### config.mk
export PLATFORM = sky130hd
export DESIGN_NAME = mem_access_seq
export DESIGN_NICKNAME = d
export VERILOG_FILES = /design/src/rtl/mem_access_seq.sv
export SDC_FILE = /design/constraint.sdc
export NUM_CORES = 1
export LEC_CHECK = 0
export ABC_AREA = 1
export BUFFER_PORTS_ARGS = -buffer_cell sky130_fd_sc_hd__buf_2
export CORE_MARGIN = 10
export CORE_UTILIZATION = 49
export CTS_CLUSTER_DIAMETER = 100
export DETAILED_ROUTE_END_ITERATION = 7
export PLACE_DENSITY = 0.85
export SYNTH_ARGS = -nofsm -noshare
export SYNTH_HDL_FRONTEND = slang
export SYNTH_SLANG_ARGS = --single-unit
### constraint.sdc
create_clock -name clk -period 2.65 [get_ports clk]
set_clock_uncertainty 0.1 [all_clocks]
set_input_delay 0.265 -clock clk [delete_from_list [all_inputs] [get_ports clk]]
set_output_delay 0.265 -clock clk [all_outputs]
set_load 0.02 [all_outputs]
### src/rtl/mem_access_seq.sv
// rtl/mem_access_seq.sv - multi-cycle sequencer owning the CPU's shared memory port
module mem_access_seq #(
    parameter int WORD_SIZE = 16,
    parameter int TIMEOUT   = 255,
    parameter int CNT_W     = 8
) (
    input  logic                 clk,
    input  logic                 reset_n,
    input  logic [WORD_SIZE-1:0] pc,
    input  logic [WORD_SIZE-1:0] mem_addr,
    input  logic [WORD_SIZE-1:0] store_data,
    input  logic                 is_load,
    input  logic                 is_store,
    input  logic                 is_halt,
    input  logic [WORD_SIZE-1:0] mem_data_in,
    input  logic                 inputReady,
    input  logic                 ackOutput,
    output logic                 readM,
    output logic                 writeM,
    output logic [WORD_SIZE-1:0] address,
    output logic [WORD_SIZE-1:0] data_out,
    output logic                 data_oe,
    output logic [WORD_SIZE-1:0] ir,
    output logic [WORD_SIZE-1:0] mdr,
    output logic                 commit,
    output logic                 halted,
    output logic                 timeout_err,
    output logic [WORD_SIZE-1:0] num_inst
);
    typedef enum logic [2:0] {
        S_IDLE, S_FETCH, S_DECODE, S_MEM_RD, S_MEM_WR, S_COMMIT, S_HALT, S_ERROR
    } state_t;

    localparam bit             TIMEOUT_EN = (TIMEOUT != 0);
    localparam logic [CNT_W-1:0] LAST_WAIT = CNT_W'(TIMEOUT - 1);

    state_t               state_q, state_d;
    logic [WORD_SIZE-1:0] ir_q, ir_d, mdr_q, mdr_d, num_q, num_d;
    logic [CNT_W-1:0]     cnt_q, cnt_d;
    logic                 readm_q, writem_q, commit_q, halted_q, timeout_q;
    logic                 waiting, hs;

    always_comb begin
        state_d = state_q;
        ir_d    = ir_q;
        mdr_d   = mdr_q;
        num_d   = num_q;
        cnt_d   = cnt_q;
        waiting = 1'b0;
        hs      = 1'b0;
        case (state_q)
            S_IDLE:   state_d = S_FETCH;
            S_FETCH: begin
                waiting = 1'b1;
                hs      = inputReady;
                if (inputReady) begin
                    ir_d    = mem_data_in;
                    state_d = S_DECODE;
                end
            end
            S_DECODE: begin
                if (is_halt)       state_d = S_HALT;
                else if (is_load)  state_d = S_MEM_RD;
                else if (is_store) state_d = S_MEM_WR;
                else               state_d = S_COMMIT;
            end
            S_MEM_RD: begin
                waiting = 1'b1;
                hs      = inputReady;
                if (inputReady) begin
                    mdr_d   = mem_data_in;
                    state_d = S_COMMIT;
                end
            end
            S_MEM_WR: begin
                waiting = 1'b1;
                hs      = ackOutput;
                if (ackOutput) state_d = S_COMMIT;
            end
            S_COMMIT: begin
                num_d   = num_q + 1'b1;
                state_d = S_FETCH;
            end
            default: ;
        endcase
        // A handshake in the limit cycle takes priority over the timeout.
        if (waiting && !hs) begin
            cnt_d = cnt_q + 1'b1;
            if (TIMEOUT_EN && cnt_q == LAST_WAIT) state_d = S_ERROR;
        end
        if (state_d != state_q) cnt_d = '0;
    end

    // Strobes are registered from the next state so they are glitch-free and
    // depend only on the sequencer state, never directly on an input.
    always_ff @(posedge clk or negedge reset_n) begin
        if (!reset_n) begin
            state_q   <= S_IDLE;
            ir_q      <= '0;
            mdr_q     <= '0;
            num_q     <= '0;
            cnt_q     <= '0;
            readm_q   <= 1'b0;
            writem_q  <= 1'b0;
            commit_q  <= 1'b0;
            halted_q  <= 1'b0;
            timeout_q <= 1'b0;
        end else begin
            state_q   <= state_d;
            ir_q      <= ir_d;
            mdr_q     <= mdr_d;
            num_q     <= num_d;
            cnt_q     <= cnt_d;
            readm_q   <= (state_d == S_FETCH) || (state_d == S_MEM_RD);
            writem_q  <= (state_d == S_MEM_WR);
            commit_q  <= (state_d == S_COMMIT);
            halted_q  <= (state_d == S_HALT);
            timeout_q <= (state_d == S_ERROR);
        end
    end

    always_comb begin
        address  = '0;
        data_out = '0;
        case (state_q)
            S_FETCH:  address = pc;
            S_MEM_RD: address = mem_addr;
            S_MEM_WR: begin
                address  = mem_addr;
                data_out = store_data;
            end
            default: ;
        endcase
    end

    assign readM       = readm_q;
    assign writeM      = writem_q;
    assign data_oe     = writem_q;
    assign commit      = commit_q;
    assign halted      = halted_q;
    assign timeout_err = timeout_q;
    assign ir          = ir_q;
    assign mdr         = mdr_q;
    assign num_inst    = num_q;
endmodule
==> impl_metrics.json <==
{
  "syn_inst": 345,
  "clock-root-buffer": "clkbuf_8",
  "maxCapViolations": 0,
  "leakagePower_nw": 2.44,
  "pre_cts_ws_ns": 0.342,
  "area_delta_synth_final_pct": 32.6,
  "clkTransAtPathRegs_ns": 0.07,
  "grt_pass1_wl_um": 14200,
  "pwr-share-comb": 0.503,
  "swShare": 0.460,
  "syn-num-nets": 419,
  "p_per_area_nw_per_um2": 1100,
  "worst_slew_pin_slew_ns": 0.729,
  "power_frac_clock": 0.165,
  "ys_seq_area_frac": 0.507,
  "cts_sinks": 64,
  "synth_area_per_cell_um2": 9.15,
  "relSlewSlack": 0.514,
  "die-area_um2": 10100,
  "fin_tns_setup_ns": 0,
  "setup_ws_ns": 0.282,
  "drive_gt1_frac": 0.402,
  "hold_class": "in -> reg",
  "ys_types": 31,
  "vias": 2829,
  "gp_congestion": 0.912,
  "rsz0062_at_grt": "no",
  "critical-path-max-stage-delay_ns": 0.64,
  "multi_input_area_um2": 1310,
  "path_max_fanout": 16,
  "timing.final.hold_violations": 0,
  "ant_nets": 0,
  "core_area_um2": 6310,
  "drc_errors": 0,
  "initial_core_util": 0.500,
  "drv_slew": 0,
  "clock_latency_ns": 0.33,
  "port_buffers": 156,
  "critical_path_buf_inv_count": 1,
  "timing.fmax_mhz": 422,
  "start_kind": "flop",
  "antenna_found_initial": 0,
  "nNetsFinal": 578,
  "min_period_over_period": 0.894,
  "drt-initial-drc-count": 150,
  "intPower_w": 0.00250,
  "syn_area_um2": 3160,
  "cts_buffers": 9,
  "dp.final_hpwl_um": 7140,
  "io_pins": 157,
  "fin_crit_ns": 2.37,
  "cp.arrival_ns": 2.00,
  "dr.pass1.iters": 4,
  "crit_family": "compound AO/OA/AOI/OAI gates",
  "cp_cell_sequence": "nand2_1 > o21ai_2 > a22o_1 > buf_2",
  "regArea_um2": 1600,
  "endpoint_kind": "output pin",
  "yosys_warnings": 0,
  "ys_ff_latch": 64,
  "finalWirelength_um": 8930,
  "die_h_um": 100,
  "vias_per_cell": 4.84,
  "rows": 29,
  "status": "finished clean",
  "slowest_stage": "dfrtp_1",
  "setup_viol": 0,
  "grt_usage": 0.172,
  "wl_per_cell_um": 15.3,
  "fillers": 509,
  "cts_max_level": 3,
  "grt_max_degree": 34,
  "p_sw_w": 0.00213,
  "n_antenna_cell": 0,
  "cts_tree": "built",
  "final_util": 0.663,
  "ir_drop_v": 0.000738,
  "worstSetupPathType": "reg -> out",
  "die_w_um": 100,
  "pwr-share-seq": 0.332,
  "grt_overflow": 0,
  "first_global_vias": 2980,
  "clockBufferDepth": 2,
  "required_ns": 2.29
}
==> registers in the layout (all words and copies together), names as in the netlist <==
register	cells
data_oe	1
halted	1
state_q	3
num_inst	16
mdr	16
timeout_err	1
cnt_q	8
readM	1
ir	16
commit	1
==> synth_stat cells (all sizes together) <==
cell type  instances  area, um2
a21oi              2       10.0
a22o              16        140
buf                5       46.3
clkbuf             8       30.0
clkinv             2       10.0
dfrtp             64       1600
ha                 3       37.5
inv               45        169
mux2               1       11.3
nand2             67        297
nand3             17        133
nand4              1       6.26
nor2              49        241
nor3               4       30.0
nor3b              2       15.0
o21a               1       7.51
o21ai             36        180
xnor2             10       87.6
xor2              12        105
==> per-stage QoR <==
step	total power [W]	hold WS, ns	instance area, um2	instances
6_report	0.00463	0.0991	4190	584
5_1_grt	0.00496	0.109	4190	584
4_1_cts	0.00467	0.0857	4190	584
3_5_place_dp	0.00389	0.267	4000	569
3_3_place_gp	0.00383	0.252	4000	569
2_1_floorplan	0.00317	-0.131	3160	345
==> metal layers <==
layer | vias up | routed length (um) | track usage
li1 | 1402 | - | -
met1 | 1280 | 3430 | 0.184
met2 | 138 | 4270 | 0.289
met3 | 9 | 1170 | 0.0907
met4 | 0 | 55 | 0.0500
met5 | - | 0 | 0
==> path summary, 6_finish.rpt <==
kind	slack, ns	cells after the start	from	to
max	0.28	4	state_q[1]	address[10]
min	0.1	3	mem_data_in[7]	mdr[7]
max reg2reg	0.66	11	state_q[0]	cnt_q[7]
min reg2reg	0.38	2	ir[9]	ir[9]
max in group asynchronous	1.39	3	reset_n	ir[2]
min in group asynchronous	0.44	2	reset_n	num_inst[11]
==> power groups by stage <==
| stage | Sequential, W | Combinational (W) | Clock [W] |
|---|---|---|---|
| 2_1_floorplan | 0.00183 | 0.00133 | 0 |
| 3_3_place_gp | 0.00153 | 0.00230 | 0 |
| 3_5_place_dp | 0.00154 | 0.00235 | 0 |
| 4_1_cts | 0.00154 | 0.00236 | 0.000778 |
| 5_1_grt | 0.00157 | 0.00256 | 0.000824 |
| 6_report | 0.00154 | 0.00233 | 0.000763 |
==> worst min-delay path, cell delays in order <==
cell     delay [ns]
buf_2          0.09
inv_1          0.05
o21ai_0        0.07
==> area by class of cell <==
cell class,instances,share of cell area
Clock buffer,9,0.0296
Clock inverter,5,0.0119
Sequential cell,64,0.382
Multi-Input combinational cell,221,0.312
Inverter,47,0.0427
Tap cell,77,0.0230
Timing Repair Buffer,161,0.199
==> kinds of logic (layout without fill, tap and decap cells) <==
kind of cell               count (synthesis)  after routing  synth area share
adders and majority gates                  3              3            0.0119
DFF                                       64             64             0.507
AOI/OAI and AO/OA                         55             55             0.107
and+or+nand+nor                          140            140             0.229
muxes                                      1              1           0.00357
xor gates and xnor gates                  22             22            0.0610
buffers and inverters                     60            222            0.0808
==> what timing repair did <==
item	CTS	global route
buffers inserted	0	0
gates resized for setup	1	0
endpoints found under the hold margin	31	0
endpoints found under the setup margin	12	0
hold buffers	1	0
==> cells in the final DEF (no fill, tap or decap) <==
cell type / count
nor3_2: 2
nor2_2: 4
nor2_8: 2
a22o_1: 16
mux2_2: 1
nand2_1: 57
ha_1: 3
nor2_4: 2
inv_2: 1
o21a_1: 1
nor3_1: 2
a21oi_1: 2
nand3_4: 3
xnor2_1: 10
nor3b_1: 2
buf_4: 3
dlygate4sd3_1: 1
clkinv_2: 6
xor2_1: 12
dfrtp_1: 64
nand3_1: 12
buf_12: 1
o21ai_2: 1
buf_2: 156
nand4_1: 1
inv_1: 44
o21ai_0: 35
nor2_1: 41
clkbuf_8: 9
bufinv_16: 1
nand2_4: 4
nand2_2: 6
nand3_2: 2
No activity file was read; power rests on OpenSTA's default activity.
